File: config.mk
export PLATFORM = sky130hd
export DESIGN_NAME = uart_rx_controller_flat
export DESIGN_NICKNAME = d
export VERILOG_FILES = /design/src/rtl/uart_rx_controller_pkg.sv /design/src/rtl/uart_rx_controller_if.sv /design/src/rtl/uart_rx_controller_rx_frame_fifo.sv /design/src/rtl/uart_rx_controller.sv /design/src/flat_wrapper.sv
export SDC_FILE = /design/constraint.sdc
export NUM_CORES = 1
export LEC_CHECK = 0
export ABC_AREA = 1
export CORE_ASPECT_RATIO = 0.9
export CORE_MARGIN = 2
export CORE_UTILIZATION = 49
export DETAILED_ROUTE_END_ITERATION = 16
export PLACE_DENSITY = 0.77
export SLEW_MARGIN = 20
export SYNTH_ARGS = -nofsm -noshare
export SYNTH_HDL_FRONTEND = slang
export SYNTH_SLANG_ARGS = --single-unit
File: constraint.sdc
create_clock -name clock -period 2.4 [get_ports clock]
set_input_delay 0.6 -clock clock [delete_from_list [all_inputs] [get_ports clock]]
set_output_delay 0.6 -clock clock [all_outputs]
set_load 0.05 [all_outputs]
File: src/rtl/uart_rx_controller_pkg.sv
// Shared types for the UART receive-path controller: FSM state codes,
// error-flag bit positions and the frame entry stored in the FIFO.
package uart_rx_ctrl_pkg;

   typedef enum logic [1:0] {
      ST_DISABLED   = 2'd0,
      ST_RESET_HOLD = 2'd1,
      ST_IDLE       = 2'd2,
      ST_RECEIVING  = 2'd3
   } rx_ctrl_state_e;

   localparam int unsigned ERR_STOP   = 2;
   localparam int unsigned ERR_START  = 1;
   localparam int unsigned ERR_PARITY = 0;

   localparam int unsigned ERR_W   = 3;
   localparam int unsigned DATA_W  = 8;
   localparam int unsigned ENTRY_W = ERR_W + DATA_W;

   typedef struct packed {
      logic [ERR_W-1:0]  err;
      logic [DATA_W-1:0] data;
   } frame_entry_t;

   // True when any receiver error flag is set for the frame.
   function automatic logic has_error(input logic [ERR_W-1:0] e);
      return e[ERR_STOP] | e[ERR_START] | e[ERR_PARITY];
   endfunction

endpackage

File: src/rtl/uart_rx_controller_if.sv
// Host-side frame stream: head of the frame FIFO offered with valid/ready.
interface uart_rx_controller_if;
   import uart_rx_ctrl_pkg::*;

   logic              out_valid;
   logic              out_ready;
   logic [DATA_W-1:0] out_data;
   logic [ERR_W-1:0]  out_error;

   modport master (output out_valid, output out_data, output out_error, input out_ready);
   modport slave  (input out_valid, input out_data, input out_error, output out_ready);

endinterface

File: src/rtl/uart_rx_controller_rx_frame_fifo.sv
// Small synchronous FIFO of received frames. A push while full is ignored
// unless a pop happens in the same cycle; the head reads as zero when empty.
module rx_frame_fifo
   import uart_rx_ctrl_pkg::*;
#(
   parameter int unsigned DEPTH = 4
) (
   input  logic         clock,
   input  logic         reset,
   input  logic         push,
   input  frame_entry_t wr_entry,
   input  logic         pop,
   output frame_entry_t rd_entry,
   output logic         full,
   output logic         empty
);

   localparam int unsigned PTR_W = (DEPTH > 1) ? $clog2(DEPTH) : 1;
   localparam int unsigned CNT_W = PTR_W + 1;

   frame_entry_t     mem [DEPTH];
   logic [PTR_W-1:0] wr_ptr;
   logic [PTR_W-1:0] rd_ptr;
   logic [CNT_W-1:0] count;
   logic             do_push;
   logic             do_pop;

   assign empty    = (count == '0);
   assign full     = (count == CNT_W'(DEPTH));
   assign do_pop   = pop && !empty;
   assign do_push  = push && (!full || do_pop);
   assign rd_entry = empty ? '0 : mem[rd_ptr];

   // Pointer and occupancy bookkeeping; pointers wrap on the power-of-two depth.
   always_ff @(posedge clock) begin
      if (reset) begin
         wr_ptr <= '0;
         rd_ptr <= '0;
         count  <= '0;
      end else begin
         if (do_push) wr_ptr <= wr_ptr + PTR_W'(1);
         if (do_pop)  rd_ptr <= rd_ptr + PTR_W'(1);
         if (do_push && !do_pop)      count <= count + CNT_W'(1);
         else if (do_pop && !do_push) count <= count - CNT_W'(1);
      end
   end

   // Entry storage; contents are don't-care until written.
   always_ff @(posedge clock) begin
      if (do_push) mem[wr_ptr] <= wr_entry;
   end

endmodule

File: src/rtl/uart_rx_controller.sv
// UART receive-path controller: sequences the receiver's reset and
// configuration, turns frame completions into FIFO entries and keeps
// overrun / error-count status.
//
// state       | meaning
// ------------+-------------------------------------------------------------
// DISABLED    | receiver held in reset, waiting for an enabling cfg_write
// RESET_HOLD  | receiver held in reset for RESET_HOLD_CYCLES after new config
// IDLE        | receiver running, between frames; config may be applied
// RECEIVING   | frame in progress; config writes parked as pending
module uart_rx_controller
   import uart_rx_ctrl_pkg::*;
#(
   parameter int unsigned FIFO_DEPTH        = 4,
   parameter int unsigned RESET_HOLD_CYCLES = 2,
   parameter logic [1:0]  DEFAULT_BAUD      = 2'b10,
   parameter logic [1:0]  DEFAULT_PARITY    = 2'b01
) (
   input  logic                        clock,
   input  logic                        reset,
   input  logic                        cfg_write,
   input  logic                        cfg_enable,
   input  logic [1:0]                  cfg_baud,
   input  logic [1:0]                  cfg_parity,
   input  logic                        cfg_drop_errors,
   input  logic                        clear_status,
   input  logic                        rx_active,
   input  logic                        rx_done,
   input  logic [ERR_W-1:0]            rx_error,
   input  logic [DATA_W-1:0]           rx_data,
   output logic                        rx_reset_n,
   output logic [1:0]                  baud_rate,
   output logic [1:0]                  parity_type,
   uart_rx_controller_if.master        out_if,
   output logic                        overrun,
   output logic [7:0]                  err_count,
   output logic                        cfg_busy
);

   localparam logic [1:0] S_DISABLED   = ST_DISABLED;
   localparam logic [1:0] S_RESET_HOLD = ST_RESET_HOLD;
   localparam logic [1:0] S_IDLE       = ST_IDLE;
   localparam logic [1:0] S_RECEIVING  = ST_RECEIVING;

   localparam int unsigned  HOLD_W    = (RESET_HOLD_CYCLES > 1) ? $clog2(RESET_HOLD_CYCLES) : 1;
   localparam logic [HOLD_W-1:0] HOLD_LOAD = HOLD_W'(RESET_HOLD_CYCLES - 1);

   logic [1:0]        state_q;
   logic [1:0]        state_d;
   logic [HOLD_W-1:0] hold_q;
   logic              rx_done_q;
   logic              rx_active_q;
   logic              pend_q;
   logic [1:0]        pend_baud_q;
   logic [1:0]        pend_parity_q;
   logic              drop_q;

   logic              apply_cfg;
   logic              apply_pend;
   logic              pend_set;
   logic              pend_clr;

   logic              live;
   logic              done_rise;
   logic              active_fall;
   logic              frame_end;
   logic              err_evt;
   logic              push_req;
   logic              pop;
   logic              fifo_full;
   logic              fifo_empty;
   logic              lost;
   frame_entry_t      wr_entry;
   frame_entry_t      rd_entry;

   // A done level that was already high while disabled or in reset hold is
   // tracked by rx_done_q, so it cannot show up as an edge after re-enable.
   assign live        = (state_q == S_IDLE) || (state_q == S_RECEIVING);
   assign done_rise   = live && rx_done && !rx_done_q;
   assign active_fall = rx_active_q && !rx_active;
   assign frame_end   = done_rise || active_fall;
   assign err_evt     = done_rise && has_error(rx_error);
   assign push_req    = done_rise && !(drop_q && has_error(rx_error));
   assign pop         = out_if.out_valid && out_if.out_ready;
   assign lost        = push_req && fifo_full && !pop;
   assign wr_entry    = '{err: rx_error, data: rx_data};
   assign cfg_busy    = pend_q || (state_q == S_RESET_HOLD);

   assign out_if.out_valid = !fifo_empty;
   assign out_if.out_data  = rd_entry.data;
   assign out_if.out_error = rd_entry.err;

   // Next-state and config-apply decisions.
   always_comb begin
      state_d    = state_q;
      apply_cfg  = 1'b0;
      apply_pend = 1'b0;
      pend_set   = 1'b0;
      pend_clr   = 1'b0;
      case (state_q)
         S_DISABLED: begin
            if (cfg_write && cfg_enable) begin
               state_d   = S_RESET_HOLD;
               apply_cfg = 1'b1;
            end
         end
         S_RESET_HOLD: begin
            if (cfg_write) begin
               if (cfg_enable) begin
                  state_d   = S_RESET_HOLD;
                  apply_cfg = 1'b1;
               end else begin
                  state_d = S_DISABLED;
               end
            end else if (hold_q == '0) begin
               state_d = S_IDLE;
            end
         end
         S_IDLE: begin
            if (cfg_write) begin
               if (cfg_enable) begin
                  state_d   = S_RESET_HOLD;
                  apply_cfg = 1'b1;
               end else begin
                  state_d = S_DISABLED;
               end
            end else if (rx_active) begin
               state_d = S_RECEIVING;
            end
         end
         S_RECEIVING: begin
            if (cfg_write && !cfg_enable) begin
               state_d  = S_DISABLED;
               pend_clr = 1'b1;
            end else if (frame_end) begin
               pend_clr = 1'b1;
               if (cfg_write) begin
                  state_d   = S_RESET_HOLD;
                  apply_cfg = 1'b1;
               end else if (pend_q) begin
                  state_d    = S_RESET_HOLD;
                  apply_pend = 1'b1;
               end else begin
                  state_d = S_IDLE;
               end
            end else if (cfg_write) begin
               pend_set = 1'b1;
            end
         end
         default: state_d = S_DISABLED;
      endcase
   end

   // State, reset-hold down-counter, receiver reset and applied config.
   always_ff @(posedge clock) begin
      if (reset) begin
         state_q     <= S_DISABLED;
         hold_q      <= '0;
         rx_reset_n  <= 1'b0;
         baud_rate   <= DEFAULT_BAUD;
         parity_type <= DEFAULT_PARITY;
      end else begin
         state_q    <= state_d;
         rx_reset_n <= (state_d == S_IDLE) || (state_d == S_RECEIVING);
         if (apply_cfg || apply_pend) begin
            hold_q <= HOLD_LOAD;
         end else if ((state_q == S_RESET_HOLD) && (hold_q != '0)) begin
            hold_q <= hold_q - HOLD_W'(1);
         end
         if (apply_cfg) begin
            baud_rate   <= cfg_baud;
            parity_type <= cfg_parity;
         end else if (apply_pend) begin
            baud_rate   <= pend_baud_q;
            parity_type <= pend_parity_q;
         end
      end
   end

   // Pending config parked during a frame; the latest write wins.
   always_ff @(posedge clock) begin
      if (reset) begin
         pend_q        <= 1'b0;
         pend_baud_q   <= '0;
         pend_parity_q <= '0;
      end else if (pend_clr) begin
         pend_q <= 1'b0;
      end else if (pend_set) begin
         pend_q        <= 1'b1;
         pend_baud_q   <= cfg_baud;
         pend_parity_q <= cfg_parity;
      end
   end

   // Edge-detect history and the drop-on-error filter setting.
   always_ff @(posedge clock) begin
      if (reset) begin
         rx_done_q   <= 1'b0;
         rx_active_q <= 1'b0;
         drop_q      <= 1'b0;
      end else begin
         rx_done_q   <= rx_done;
         rx_active_q <= rx_active;
         if (cfg_write) drop_q <= cfg_drop_errors;
      end
   end

   // Sticky overrun and saturating error count; a same-cycle event beats clear.
   always_ff @(posedge clock) begin
      if (reset) begin
         overrun   <= 1'b0;
         err_count <= '0;
      end else begin
         if (lost)              overrun <= 1'b1;
         else if (clear_status) overrun <= 1'b0;
         if (clear_status)                      err_count <= {7'd0, err_evt};
         else if (err_evt && err_count != 8'hFF) err_count <= err_count + 8'd1;
      end
   end

   rx_frame_fifo #(
      .DEPTH (FIFO_DEPTH)
   ) u_fifo (
      .clock    (clock),
      .reset    (reset),
      .push     (push_req),
      .wr_entry (wr_entry),
      .pop      (pop),
      .rd_entry (rd_entry),
      .full     (fifo_full),
      .empty    (fifo_empty)
   );

endmodule

File: src/flat_wrapper.sv
// flat-port wrapper written by rule: the top's interface ports become plain ports
module uart_rx_controller_flat import uart_rx_ctrl_pkg::*;
#(
   parameter int unsigned FIFO_DEPTH        = 4,
   parameter int unsigned RESET_HOLD_CYCLES = 2,
   parameter logic [1:0]  DEFAULT_BAUD      = 2'b10,
   parameter logic [1:0]  DEFAULT_PARITY    = 2'b01
)
  (clock, reset, cfg_write, cfg_enable, cfg_baud, cfg_parity, cfg_drop_errors, clear_status, rx_active, rx_done, rx_error, rx_data, rx_reset_n, baud_rate, parity_type, overrun, err_count, cfg_busy, out_if_out_valid, out_if_out_data, out_if_out_error, out_if_out_ready);
  uart_rx_controller_if out_if_i ();
  input  logic clock;
  input  logic reset;
  input  logic cfg_write;
  input  logic cfg_enable;
  input  logic [1:0] cfg_baud;
  input  logic [1:0] cfg_parity;
  input  logic cfg_drop_errors;
  input  logic clear_status;
  input  logic rx_active;
  input  logic rx_done;
  input  logic [ERR_W-1:0] rx_error;
  input  logic [DATA_W-1:0] rx_data;
  output logic rx_reset_n;
  output logic [1:0] baud_rate;
  output logic [1:0] parity_type;
  output logic overrun;
  output logic [7:0] err_count;
  output logic cfg_busy;
  output wire logic [$bits(out_if_i.out_valid)-1:0] out_if_out_valid;
  output wire logic [$bits(out_if_i.out_data)-1:0] out_if_out_data;
  output wire logic [$bits(out_if_i.out_error)-1:0] out_if_out_error;
  input wire logic [$bits(out_if_i.out_ready)-1:0] out_if_out_ready;
  assign out_if_out_valid = out_if_i.out_valid;
  assign out_if_out_data = out_if_i.out_data;
  assign out_if_out_error = out_if_i.out_error;
  assign out_if_i.out_ready = out_if_out_ready;
  uart_rx_controller #(.FIFO_DEPTH(FIFO_DEPTH), .RESET_HOLD_CYCLES(RESET_HOLD_CYCLES), .DEFAULT_BAUD(DEFAULT_BAUD), .DEFAULT_PARITY(DEFAULT_PARITY)) u_core (.clock(clock), .reset(reset), .cfg_write(cfg_write), .cfg_enable(cfg_enable), .cfg_baud(cfg_baud), .cfg_parity(cfg_parity), .cfg_drop_errors(cfg_drop_errors), .clear_status(clear_status), .rx_active(rx_active), .rx_done(rx_done), .rx_error(rx_error), .rx_data(rx_data), .rx_reset_n(rx_reset_n), .baud_rate(baud_rate), .parity_type(parity_type), .out_if(out_if_i), .overrun(overrun), .err_count(err_count), .cfg_busy(cfg_busy));
endmodule
### Word level (Yosys, flattened, before mapping)

Memory sizes are Yosys's and may differ from the RTL's. A register that Yosys moved wholly into a read port is not among the register bits.
Index checks and enable logic that the tools add are counted.
Widths: inputs -> output; s select.

* add/sub/neg operators: 6
* eq/ne operators: 7
* muxes and demuxes: 46
* bitwise logic cells: 3
* reduce and logical (&&, ||, !) cells: 43

Operators with widths (number)
* $mux 2: 15
* $mux 1: 26
* $logic_and 1x1->1: 17
* $mux 11: 1
* $reduce_bool 2->1: 5
* $logic_not 1->1: 9
* $add 8x1->8 const B: 1
* $eq 2x2->1 const B: 4
* $ne 8x8->1 const B: 1
* $pmux 2 s4: 1
* $logic_or 1x1->1: 6
* $mux 3: 2
* $reduce_or 2->1: 3
* $add 2x1->2 const B: 2
* $add 3x1->3 const B: 1
* $eq 3x3->1 const B: 1
* $logic_not 3->1: 1
* $pmux 1 s3: 1
* $sub 3x1->3 const B: 1
* $eq 2x1->1 const B: 1
* $logic_not 2->1: 1
* $or 1x1->1: 2
* $reduce_and 2->1: 1
* $not 1->1: 1
* $sub 1x1->1 const B: 1

* register bits after elaboration: 32
* memory bits (writable): 44
* input port bits: 24
* output and inout bits: 27
* memories: 1

Memory list
* u_core.u_fifo.mem: words 4, width 11, rd ports 1, clocked after memory_dff 1, write ports 1, RTL line uart_rx_controller_rx_frame_fifo.sv:21 `frame_entry_t mem [DEPTH];`

### Longest topological paths before layout

Gate-level depths: netlist of the first run.

* depth in word-level cells: 10
* depth in mapped cells: 15
* gate-level depth less buffers: 15

### Hierarchy

From an unflattened synthesis of the first run, not the netlist that was laid out.

* cells, all modules: 395
* area total of the unflattened synthesis: 3579.7 sq um

Modules (own cells, without submodules)
* rx_frame_fifo: instances 1, cells an instance 202, area an instance 2242.2 sq um, seq. area each 1501.4 sq um
* uart_rx_controller: instances 1, cells an instance 193, area an instance 1337.5 sq um, seq. area each 500.5 sq um

### Worst setup path after synthesis of the first run

No wires, ideal clock.

* path kind: register -> register
* start point: reg u_core.rx_reset_n (netlist name)
* end point: reg u_core.u_fifo.count[2]
* arrival time: 2600 ps
* setup slack: -322 ps
* cell stages (with the launch flop): 16
* buffers on the path: 1
* clock period less this slack: 2722 ps
* cells stage by stage: dfxtp_1 -> ha_1 -> buf_6 -> inv_4 -> nand2_4 -> nand2_4 -> inv_2 -> nand3_1 -> inv_1 -> ha_1 -> inv_1 -> fa_1 -> a21oi_1 -> o21ai_0 -> o21ai_0 -> a21oi_1

RTL lines
* to (signal assigned): RTL line uart_rx_controller_rx_frame_fifo.sv:43 `if (do_push && !do_pop) count <= count + CNT_W'(1);`
* to (signal assigned): RTL line uart_rx_controller_rx_frame_fifo.sv:44 `else if (do_pop && !do_push) count <= count - CNT_W'(1);`
* to (decl): RTL line uart_rx_controller_rx_frame_fifo.sv:24 `logic [CNT_W-1:0] count;`

### Worst setup path in the final report of the first run

* start point: in rx_done
* end point: reg u_core.u_fifo.count[2]

* longest elaborated chain between the ends: 7
* elaborated cells between the ends (all ways): 9
* those cells by class: 1 x mux; 8 x reduce/logical

Ends and longest elaborated chain
* from (decl): RTL line flat_wrapper.sv:20 `input logic rx_done;`
* $logic_and 1x1->1 * (2 in series): RTL line uart_rx_controller.sv:79 `assign done_rise = live && rx_done && !rx_done_q;`
* $logic_and 1x1->1 *: RTL line uart_rx_controller.sv:83 `assign push_req = done_rise && !(drop_q && has_error(rx_error));`
* $logic_and 1x1->1 *: RTL line uart_rx_controller_rx_frame_fifo.sv:31 `assign do_push = push && (!full || do_pop);`
* via u_core.u_fifo.do_push: RTL line uart_rx_controller_rx_frame_fifo.sv:25 `logic do_push;`
* $logic_not 1->1: RTL line uart_rx_controller_rx_frame_fifo.sv:44
* $logic_and 1x1->1: RTL line uart_rx_controller_rx_frame_fifo.sv:44
* $reduce_bool 2->1 (no source line)

The timed path passes the listed nets; every way through them passes the cells marked *.
A chain may end at the register's enable or synchronous reset.

==> results of run 1 <==
-- worst max-delay path: cells and delay by family --
kind / cells / cell delay, ps
AND/OR/NAND/NOR: 3 / 230
buffers and inverters: 5 / 690
adder cells (fa/ha/maj): 2 / 510
AO/OA/AOI/OAI: 4 / 460
-- sequential cells by signal (all words and copies together), names as in the netlist, named ones only --
| register | flops |
|---|---|
| u_core.baud_rate | 2 |
| u_core.drop_q | 1 |
| u_core.err_count | 8 |
| u_core.hold_q | 1 |
| u_core.overrun | 1 |
| u_core.parity_type | 2 |
| u_core.pend_baud_q | 2 |
| u_core.pend_parity_q | 2 |
| u_core.pend_q | 1 |
| u_core.rx_active_q | 1 |
| u_core.rx_done_q | 1 |
| u_core.rx_reset_n | 1 |
| u_core.state_q | 1 |
| u_core.u_fifo.count | 3 |
| u_core.u_fifo.mem | 44 |
| u_core.u_fifo.rd_ptr | 2 |
| u_core.u_fifo.wr_ptr | 2 |
-- path summary, 6_finish.rpt --
path	endpoint	slack, ps	depth (start not counted)	start
setup / recovery	u_core.u_fifo.count[2]	130	14	rx_done
hold / removal	register	470	2	u_core.u_fifo.rd_ptr[1]
setup reg to reg	u_core.u_fifo.count[2]	200	15	u_core.state_q[0]
hold reg to reg	register	470	2	u_core.u_fifo.rd_ptr[1]
-- logic make-up after synthesis --
logic type | synth area share [%]
simple gates | 19.6
xor+xnor | 1.25
fa+ha+maj | 4.15
flops | 56.7
compound gates | 11.8
buf+inv | 6.51
-- report_power, final --
| group | total [mW] | internal [mW] | switching, mW |
|---|---|---|---|
| clock network | 0.925 | 0.401 | 0.525 |
| logic | 1.36 | 0.424 | 0.933 |
| registers | 1.52 | 1.45 | 0.0664 |
-- metrics by stage --
stage | std cells | utilization [%] | instance area (um2) | setup slack (ps) | hold slack, ps
after floorplan | 377 | - | 3500 | 10.4 | 436
after global placement | 531 | 60.1 | 4190 | -264 | 453
after detailed placement | 531 | 60.1 | 4190 | -326 | 459
after CTS | 548 | 63.0 | 4390 | 36.0 | 475
after global routing | 548 | 63.2 | 4410 | 3.09 | 512
final | 548 | 63.2 | 4410 | 133 | 473
-- layout by cell type (no fill, tap or decap), types with 4 or more instances in the layout --
cell and instances:
nand3_1 20, nand2_2 4, clkdlybuf4s50_1 35, nand2_1 36
o21ai_0 38, o21ai_1 5, clkbuf_8 9, nand4_1 4
inv_1 38, inv_2 4, nand2_4 6, nor2_1 72
dfxtp_1 31, ha_1 10, edfxtp_1 44, buf_4 35
a21oi_1 30
-- per-layer routing --
metal  routed length (um)  global-route usage [%]
met1                 3310                    27.3
met2                 3430                    30.3
met3                  313                    2.78
met4                   78                    8.42
met5                    0                       0
-- final cells by class --
| class | count | area, um2 |
|---|---|---|
| fillers | 572 | 2560 |
| flip-flops and latches | 77 | 1990 |
| multi-input cells | 245 | 1290 |
| repair buffers | 72 | 638 |
| inverters | 44 | 171 |
| clock buffers | 9 | 124 |
| well taps | 93 | 116 |
| clock inverters | 7 | 65.1 |
| repair inverters | 1 | 7.51 |
-- repair_timing --
action                     in CTS  in global routing
hold buffers                    0                  0
setup endpoints to repair       5                  7
resized for setup               2                  8
cloned                          1                  0
==> results.py, run 1 <==
metrics = {
    "sta": {
        "max_freq_mhz": 441,
        "slew_violations": 0,
        "fin_skew_ps": 8.15,
        "grt_setup_unrepaired": "false",
        "setup_viol": 0,
        "fin_crit_sh_pct": 94.4,
        "hold_violations": 0,
        "worst_slew_pin_slew_ps": 502,
        "max-slew-margin-rel_pct": 66.4,
        "layout_min_cycle_time_ps": 2270,
        "setup_tns_ps": 0,
    },
    "drt": {
        "drt_pass1_iterations": 4,
        "routed-via-count": 2691,
        "drc_errors": 0,
        "ant_nets": 0,
        "drt_iter0_markers": 118,
        "drt_wl_total_um": 7120,
        "via_per_inst": 4.91,
        "wire_per_inst_um": 13.0,
    },
    "synth": {
        "ys_types": 32,
        "synth-edff-count": 44,
        "synthTopCellsByCount": "nor2_1, edfxtp_1, inv_1",
        "ys_seq_elements": 77,
        "synth_top_area_share_pct": 37.8,
        "synth_top_area_cell": "edfxtp_1",
        "synthCells": 377,
        "synth_most_common_cell": "nor2_1",
        "ys_top_cells_by_area": "edfxtp_1, dfxtp_1, nor2_1",
        "yosysWarnings": 0,
        "synth_nets": 412,
        "syn-mean-instance-area_um2": 9.27,
        "ys.flop_type": "edfxtp_1",
        "yosysSeqAreaShare_pct": 56.7,
        "synthArstFlopShare_pct": 0,
        "syn-cell-area_um2": 3500,
    },
    "cells_and_area": {
        "syn2layout_area_growth_pct": 26.0,
        "antennaDiodeCount": 0,
        "nets": 485,
        "drive_gt1_share_pct": 16.5,
    },
    "cts": {
        "clock-sinks": 77,
        "htreeDepth": 3,
        "clock_path_buffers": 2,
        "cts-buffers-inserted": 9,
        "ctsRootBufferMaster": "clkbuf_8",
        "clk_latency_ps": 340,
        "cts_setup_buffers": 0,
        "cts.clk_slew.worst_paths_ps": 80,
        "cts_tree": "yes",
    },
    "floorplanning": {
        "die_area_um2": 7830,
        "die_x_um": 93.0,
        "coreArea_um2": 6970,
        "die_h_um": 84.1,
        "rows": 29,
        "initial_core_util_pct": 50.2,
        "io_pins": 51,
    },
    "worst_setup_path": {
        "arrival_ps": 2490,
        "cp_slowest_stage_delay_ps": 450,
        "cpMostUsedCell": "inv_1",
        "crit_path_end_kind": "register",
        "crit_path_cell_trace": "clkdlybuf4s50_1, inv_1, nor2_4, nand2_4, inv_2, nand3_1, inv_1, ha_1, inv_1, fa_1, a21oi_1, o21ai_0, o21ai_1, a21oi_1",
        "worstPathRequired_ps": 2630,
        "cp_slowest_cell": "clkdlybuf4s50_1",
        "worstPathMaxFanout": 2,
        "path_class": "primary input to register",
        "startpoint_type": "primary input",
    },
    "global_route": {
        "grt_pass1_wl_um": 12000,
        "grt.overflow.total": 0,
        "antenna_found_initial": 0,
        "grt_max_degree": 18,
        "grt_usage_pct": 19.4,
        "grt_pass1_vias": 2527,
    },
    "power": {
        "ir_drop_mv": 0.422,
        "power.total_mw": 3.80,
        "leakage_nw": 1.80,
        "p_per_area_nw_per_um2": 862,
    },
    "place": {
        "dp_hpwl_um": 5020,
        "io_buffers": 50,
        "gp_congestion": 0.833,
    },
    "min_path": {
        "min_path_type": "register to register",
    },
    "outcome": {
        "outcome": "finished, final reports clean",
    },
    "run": {
        "cap_viol_max_count": 0,
    },
}
Note: power is estimated with default switching activity, not from simulation.
==> inputs of run 2 (changes only) <==
--- a/config.mk
+++ b/config.mk
@@ -6,6 +6,7 @@
 export NUM_CORES = 1
 export LEC_CHECK = 0
 export ABC_AREA = 1
+export CAP_MARGIN = 20
 export CORE_ASPECT_RATIO = 0.9
 export CORE_MARGIN = 2
 export CORE_UTILIZATION = 49
==> results of run 2 <==
The final DEF is identical to that of run 1; final timing and power are the same.
